===== src/rtl/ec1_pkg.sv =====
// Shared EC-1 definitions: opcode encodings and control-unit state encoding.
package ec1_pkg;

    localparam logic [2:0] OP_IN   = 3'b011;
    localparam logic [2:0] OP_OUT  = 3'b100;
    localparam logic [2:0] OP_DEC  = 3'b101;
    localparam logic [2:0] OP_JNZ  = 3'b110;
    localparam logic [2:0] OP_HALT = 3'b111;

    typedef enum logic [2:0] {
        START   = 3'd0,
        FETCH   = 3'd1,
        DECODE  = 3'd2,
        IN_ST   = 3'd3,
        OUT_ST  = 3'd4,
        DEC_ST  = 3'd5,
        JNZ_ST  = 3'd6,
        HALT_ST = 3'd7
    } state_t;

endpackage


===== src/rtl/ec1_edge_detect.sv =====
// Rising-edge detector for the Enter key. The history flop resets to 1 so a
// key already held down across reset has to be released and pressed again.
module ec1_edge_detect (
    input  logic clk,
    input  logic reset,
    input  logic enter,
    output logic rise
);

    logic enter_hist_q;
    logic enter_hist_d;

    // History tracks the key every cycle, independent of the control state.
    always_comb begin
        enter_hist_d = enter;
    end

    // History register; reset to 1 to suppress a phantom edge.
    always_ff @(posedge clk) begin
        if (reset) begin
            enter_hist_q <= 1'b1;
        end else begin
            enter_hist_q <= enter_hist_d;
        end
    end

    // Combinational rise so the IN load happens in the cycle the key goes high.
    always_comb begin
        rise = enter & ~enter_hist_q;
    end

endmodule


===== src/rtl/ec1_control_unit.sv =====
// EC-1 control unit: fetch / decode / execute sequencer driving the datapath
// load and mux controls from the IR opcode field and the A==0 flag.
module ec1_control_unit
    import ec1_pkg::*;
#(
    parameter int OUT_HOLD   = 1,
    parameter bit WAIT_ENTER = 1'b1
) (
    input  logic       clk,
    input  logic       reset,
    input  logic       Enter,
    input  logic [2:0] IR7_5,
    input  logic       Aeq0,
    output logic       IRload,
    output logic       PCload,
    output logic       JNZmux,
    output logic       INmux,
    output logic       Aload,
    output logic       OutE,
    output logic       Halt,
    output state_t     dbg_state
);

    localparam int              CW        = $clog2(OUT_HOLD + 1);
    localparam logic [CW-1:0]   HOLD_LAST = CW'(OUT_HOLD - 1);

    state_t          state_q;
    state_t          state_d;
    logic [CW-1:0]   cnt_q;
    logic [CW-1:0]   cnt_d;
    logic            enter_rise;

    ec1_edge_detect u_edge (
        .clk   (clk),
        .reset (reset),
        .enter (Enter),
        .rise  (enter_rise)
    );

    // State and OUT hold counter registers; reset wins from any state.
    always_ff @(posedge clk) begin
        if (reset) begin
            state_q <= START;
            cnt_q   <= '0;
        end else begin
            state_q <= state_d;
            cnt_q   <= cnt_d;
        end
    end

    // Next-state and output decode; every output defaults low.
    always_comb begin
        state_d = state_q;
        cnt_d   = cnt_q;
        IRload  = 1'b0;
        PCload  = 1'b0;
        JNZmux  = 1'b0;
        INmux   = 1'b0;
        Aload   = 1'b0;
        OutE    = 1'b0;
        Halt    = 1'b0;
        case (state_q)
            START: begin
                state_d = FETCH;
            end
            FETCH: begin
                // IR <= ROM[PC] and PC <= PC+1 on the same edge.
                IRload  = 1'b1;
                PCload  = 1'b1;
                JNZmux  = 1'b0;
                state_d = DECODE;
            end
            DECODE: begin
                case (IR7_5)
                    OP_IN:   state_d = IN_ST;
                    OP_OUT:  state_d = OUT_ST;
                    OP_DEC:  state_d = DEC_ST;
                    OP_JNZ:  state_d = JNZ_ST;
                    OP_HALT: state_d = HALT_ST;
                    default: state_d = FETCH;
                endcase
            end
            IN_ST: begin
                // Load happens in the same cycle the key edge is seen.
                if (!WAIT_ENTER || enter_rise) begin
                    INmux   = 1'b1;
                    Aload   = 1'b1;
                    state_d = FETCH;
                end
            end
            OUT_ST: begin
                OutE = 1'b1;
                if (cnt_q == HOLD_LAST) begin
                    cnt_d   = '0;
                    state_d = FETCH;
                end else begin
                    cnt_d = cnt_q + CW'(1);
                end
            end
            DEC_ST: begin
                // A-1 path; the datapath wraps 0 to 255 on its own.
                INmux   = 1'b0;
                Aload   = 1'b1;
                state_d = FETCH;
            end
            JNZ_ST: begin
                JNZmux  = 1'b1;
                PCload  = ~Aeq0;
                state_d = FETCH;
            end
            HALT_ST: begin
                Halt = 1'b1;
            end
            default: begin
                state_d = START;
            end
        endcase
    end

    // Expose the current state for observation.
    always_comb begin
        dbg_state = state_q;
    end

endmodule


===== config.mk =====
export PLATFORM = sky130hd
export DESIGN_NAME = ec1_control_unit
export DESIGN_NICKNAME = d
export VERILOG_FILES = /design/src/rtl/ec1_pkg.sv /design/src/rtl/ec1_edge_detect.sv /design/src/rtl/ec1_control_unit.sv
export SDC_FILE = /design/constraint.sdc
export NUM_CORES = 1
export LEC_CHECK = 0
export CAP_MARGIN = 20
export CORE_AREA = 2 2 39 41
export DETAILED_ROUTE_END_ITERATION = 10
export DIE_AREA = 0 0 41 43
export SLEW_MARGIN = 10
export SYNTH_ARGS = -nofsm -noshare
export SYNTH_HDL_FRONTEND = slang
export SYNTH_SLANG_ARGS = --single-unit
export TNS_END_PERCENT = 50

===== constraint.sdc =====
create_clock -name clk -period 1.95 [get_ports clk]
set_clock_uncertainty 0.2 [all_clocks]
set_input_delay 0.195 -clock clk [delete_from_list [all_inputs] [get_ports clk]]
set_output_delay 0.195 -clock clk [all_outputs]
set_load 0.1 [all_outputs]

== Word level (Yosys, flattened, before mapping) ==
Cells that the tools add are included.
Word-level totals
  output and inout port bits: 10
  word-level logic and storage cells: 38
  input port bits: 7
  register bits after elaboration: 5
Operators by class
  bitwise gates (word level): 3
  mux-type cells: 13
  equal/unequal tests: 14
  reductions and logical operators: 4
  $add $sub $neg: 1
Operators with widths (count)
  $pmux 3 s5: 2
  $eq 3x3->1 const B: 8
  $eq 3x2->1 const B: 3
  $mux 1: 7
  $mux 3: 2
  $reduce_bool 5->1: 1
  $ne 2x2->1 const B: 2
  $pmux 1 s2: 2
  $eq 3x1->1 const B: 1
  $logic_not 3->1: 1
  $reduce_and 3->1: 1
  $reduce_or 3->1: 1
  $not 1->1: 2
  $add 1x1->1 const B: 1
  $and 1x1->1: 1

== Logic depth before layout (Yosys ltp) ==
Gate-level depths: netlist of run 1.
  word-level depth: 4
  mapped depth: 4
  gate-level depth less buffers: 3

== Cells and area by module ==
Synthesis of run 1 repeated with hierarchy kept, for this count alone.
Unflattened totals
  cells, all modules: 27
  area total of the unflattened synthesis: 260.2 um2
By module, submodules not included
  ec1_control_unit: instances 1, area an instance 227.7 um2, cells each 24, seq. area each 60.1 um2
  ec1_edge_detect: instances 1, area an instance 32.5 um2, cells each 3, seq. area each 20.0 um2

== Worst setup path before layout of run 1 ==
Ideal clock, no wire load.
  path type: reg-to-output
  start point: register state_q[2] (netlist: dbg_state[2])
  end point: output OutE
  data arrival time: 3.499 ns
  stages on the path, launching flop included: 3
  data required time: 1.555 ns
  path slack: -1.944 ns
  path through: dfxtp_1 -> buf_2 -> nor3b_1
On the way
  word-level cells in the longest chain between the ends: 2
RTL lines
  start, declared: line ec1_control_unit.sv:27  | state_t state_q;
  start signal, assigned: line ec1_control_unit.sv:46  | state_q <= state_d;
  $eq 3x3->1: line ec1_control_unit.sv:62  | case (state_q)
  $mux 1: line ec1_control_unit.sv:62
  end, declared: line ec1_control_unit.sv:19  | output logic OutE,
No other way between the ends.

== Worst setup path in the final report of run 1 ==
  start point: register state_q[1] (netlist: dbg_state[1])
  end point: output PCload
On the way
  word-level cells in the longest chain between the ends: 2
  elaborated cells between the ends (all ways): 3
  those cells by class: eq/ne: 2; mux: 1
RTL lines
  $eq 3x3->1 / $eq 3x1->1 (equally long branches): line ec1_control_unit.sv:62
  $pmux 1 s2 *: line ec1_control_unit.sv:62
  end, declared: line ec1_control_unit.sv:15  | output logic PCload,
Mark *: on every way between the ends. The rest lies on a longest branch, timed or not.

==> impl_results.md, run 1 <==
* Worst setup EP type: primary output
* Synth area leaders: dfxtp_1 32%, nor3b_1 12%, o41ai_2 6.5%
* Final non-filler cell total at 63
* Comb pwr share at a little over two fifths
* CTS Buffer Depth at 2
* CP Cell Sequence: nor2b_2, and2_4, a21o_4, buf_12
* Worst Setup Slack post-DPL at roughly 0.25 ns
* DR iter-0 viols at 3
* First-pass GRT wire length at 1.07 mm
* Placeable Area at between 1000 and 1500 sq um
* Worst-margin pin slew at around 0.26 ns
* Sink Count at 4
* Number of setup violations in the final report at 0
* Via count at between 200 and 300
* Final #Nets at 55
* Largest net degree at the start of global routing at 13
* Leakage at 0.228 nW
* Max Transition Viols Final at 0
* CTS tree: built
* Clock Latency Late Sink at 0.23 ns
* Clock slew at reported path FFs at around 0.040 ns
* Post-CTS Setup Bufs at 0
* Reg power frac at a little over a quarter
* Hold Slack at approximately 0.36 ns
* Post-synth ARST share at 0%
* Critical path's largest stage delay at 0.38 ns
* Fraction of power spent switching nets at about two fifths
* DP Cell Count at between 50 and 60
* Critical-path top delay cell: dfxtp_4
* DRT Wirelength at 635 microns
* Row count at 14
* Area Overhead vs Synth at 140%
* Synth Area per Inst at a little under 9 sq um
* Cts bufs inserted at 3
* GPL Wtd Cong at between 0.7 and 0.8
* Top FF cell, synth: dfxtp_1
* Full die area at 1760 sq um
* Initial antenna violation count at 0
* Final Critical Period at about 1.7 ns
* #FFs+latches synth at 4
* Fin util at 43.4%
* Hold Crit Class: reg2reg
* H-tree Lvls at 1
* CP Data Required Time at about 1.6 ns
* # resized after CTS at 0
* Final worst slack at 0.217 ns
* Power Density at 648 nW/um^2
* Hold_buf cts at 0
* Clock group share of total power at between 20 and 30%
* Max Clock Freq at roughly 0.58 GHz
* # DRC at 0
* Sequential element share of the synthesized area at 32.0%
* Ant. Diodes at 0
* Pre-antenna DRT Iters at 3
* Share of cells above drive strength 1 at 57.4%
* Max-cap viol count at 0
* Mapped Nets at 35
* FF-to-FF setup slack at 0.69 ns
* Gr usage total at approximately 9.0%
* Largest area contributor in the netlist: dfxtp_1
* Count of cell types in the netlist at 19
* Cell count after synthesis at 28
* Count of final hold-check violations at 0
* IO Count at 17
* Routed vias/inst at about 4.3
* Top Family by Delay on Critical Path: flip-flops
* Worst setup path class: reg2out
* Area share of the largest cell type after synthesis at 32.0%
* Fin crit share at between 80% and 90%
* Buffers & Inverters on Critical Path at 1
* GRT Residual Overflow at 0
* Crit-path max FO at 9
* P_int at between 200 and 250 uW
* Number of synthesized flops with an enable pin at 0
* Status: finished clean
* RSZ-0062 raised after global routing: false
* Vias in the first global route at around 260
* Switch Pwr at between 150 and 200 uW
* Ys Warns at 0
* Starting Density at between 10% and 20%
* Most common library cells after synthesis: 4 x dfxtp_1, 4 x nor2_1, 4 x nor3b_1
* VDD IR-drop max at 0.000207 V
* Critical path data arrival time at approximately 1.3 ns
* Headroom to the max-slew limit at between 80% and 90%
* I/O Buffers at 16
* Routed Antenna Nets at 0
* Root Driver: clkbuf_4
* Startpoint class of the critical path: flip-flop
* Drt wl/cell at between 10 and 15 microns
* Die Span X at a little over 40 microns
* Die H at roughly 43 microns
* Synthesized area at ~250 sq um
## placed cells by master (no fill, tap or decap), drive strengths merged
cell,instances
or2,1
nor2b,2
and3,1
buf,10
a21o,1
dfxtp,4
o41ai,1
clkbuf,4
o211ai,1
inv,2
nor3b,4
and2,1
clkdlybuf4s50,6
nor2,4
a21oi,1
and4bb,1
nor3,1
a311oi,1
nand4b,1
## final timing paths
check / start / to / cells after the start
max: dbg_state[1] / PCload / 4
min: dbg_state[1] / dbg_state[2] / 1
max reg2reg: dbg_state[2] / dbg_state[1] / 2
min reg2reg: dbg_state[1] / dbg_state[2] / 1
## cell families after synthesis
group                  count (synthesis)  synth area share (%)
AO/OA/AOI/OAI                          5                  18.0
buffers and inverters                  3                  5.00
flip-flops                             4                  32.0
AND/OR/NAND/NOR                       16                  45.0
## power groups by stage
stage	combinational (mW)	sequential (mW)	clock (mW)
3_3_place_gp	0.171	0.107	0
4_1_cts	0.172	0.106	0.117
5_1_grt	0.177	0.107	0.123
3_5_place_dp	0.172	0.107	0
6_report	0.171	0.105	0.113
2_1_floorplan	0.0769	0.133	0
## layout make-up
cell class              count  area [sq um]
well taps                  16          20.0
inverters                   2          10.0
fillers                   134           783
clock buffers               4          26.3
repair buffers             16           260
flip-flops and latches      4          91.3
multi-input cells          21           193
## flip-flops by register name (all words and copies together), names as in the netlist
| name | cells |
|---|---|
| dbg_state | 3 |
| u_edge.enter_hist_q | 1 |
## through the flow
step | cell area, sq um | total power [mW] | TNS, ns
floorplan | 299 | 0.210 | -0.473
global placement | 574 | 0.278 | 0
finish | 601 | 0.389 | 0
CTS | 601 | 0.395 | 0
global route | 601 | 0.407 | 0
detailed placement | 574 | 0.279 | 0
## metal layers
layer	wire [microns]	part of all wire (%)	up-vias	track usage [%]
li1	-	-	142	-
met1	286	45	122	11.0
met2	326	51	8	12.8
met3	22	3.5	0	4.71
met4	0	0	0	4.00
met5	0	0	-	0
No activity file was read; power rests on OpenSTA's default activity.
==> run 2, diff against run 1 <==
CAP_MARGIN = 10   (was 20)
==> results of run 2 <==
No change in the layout: final DEF, timing and power equal those of run 1.
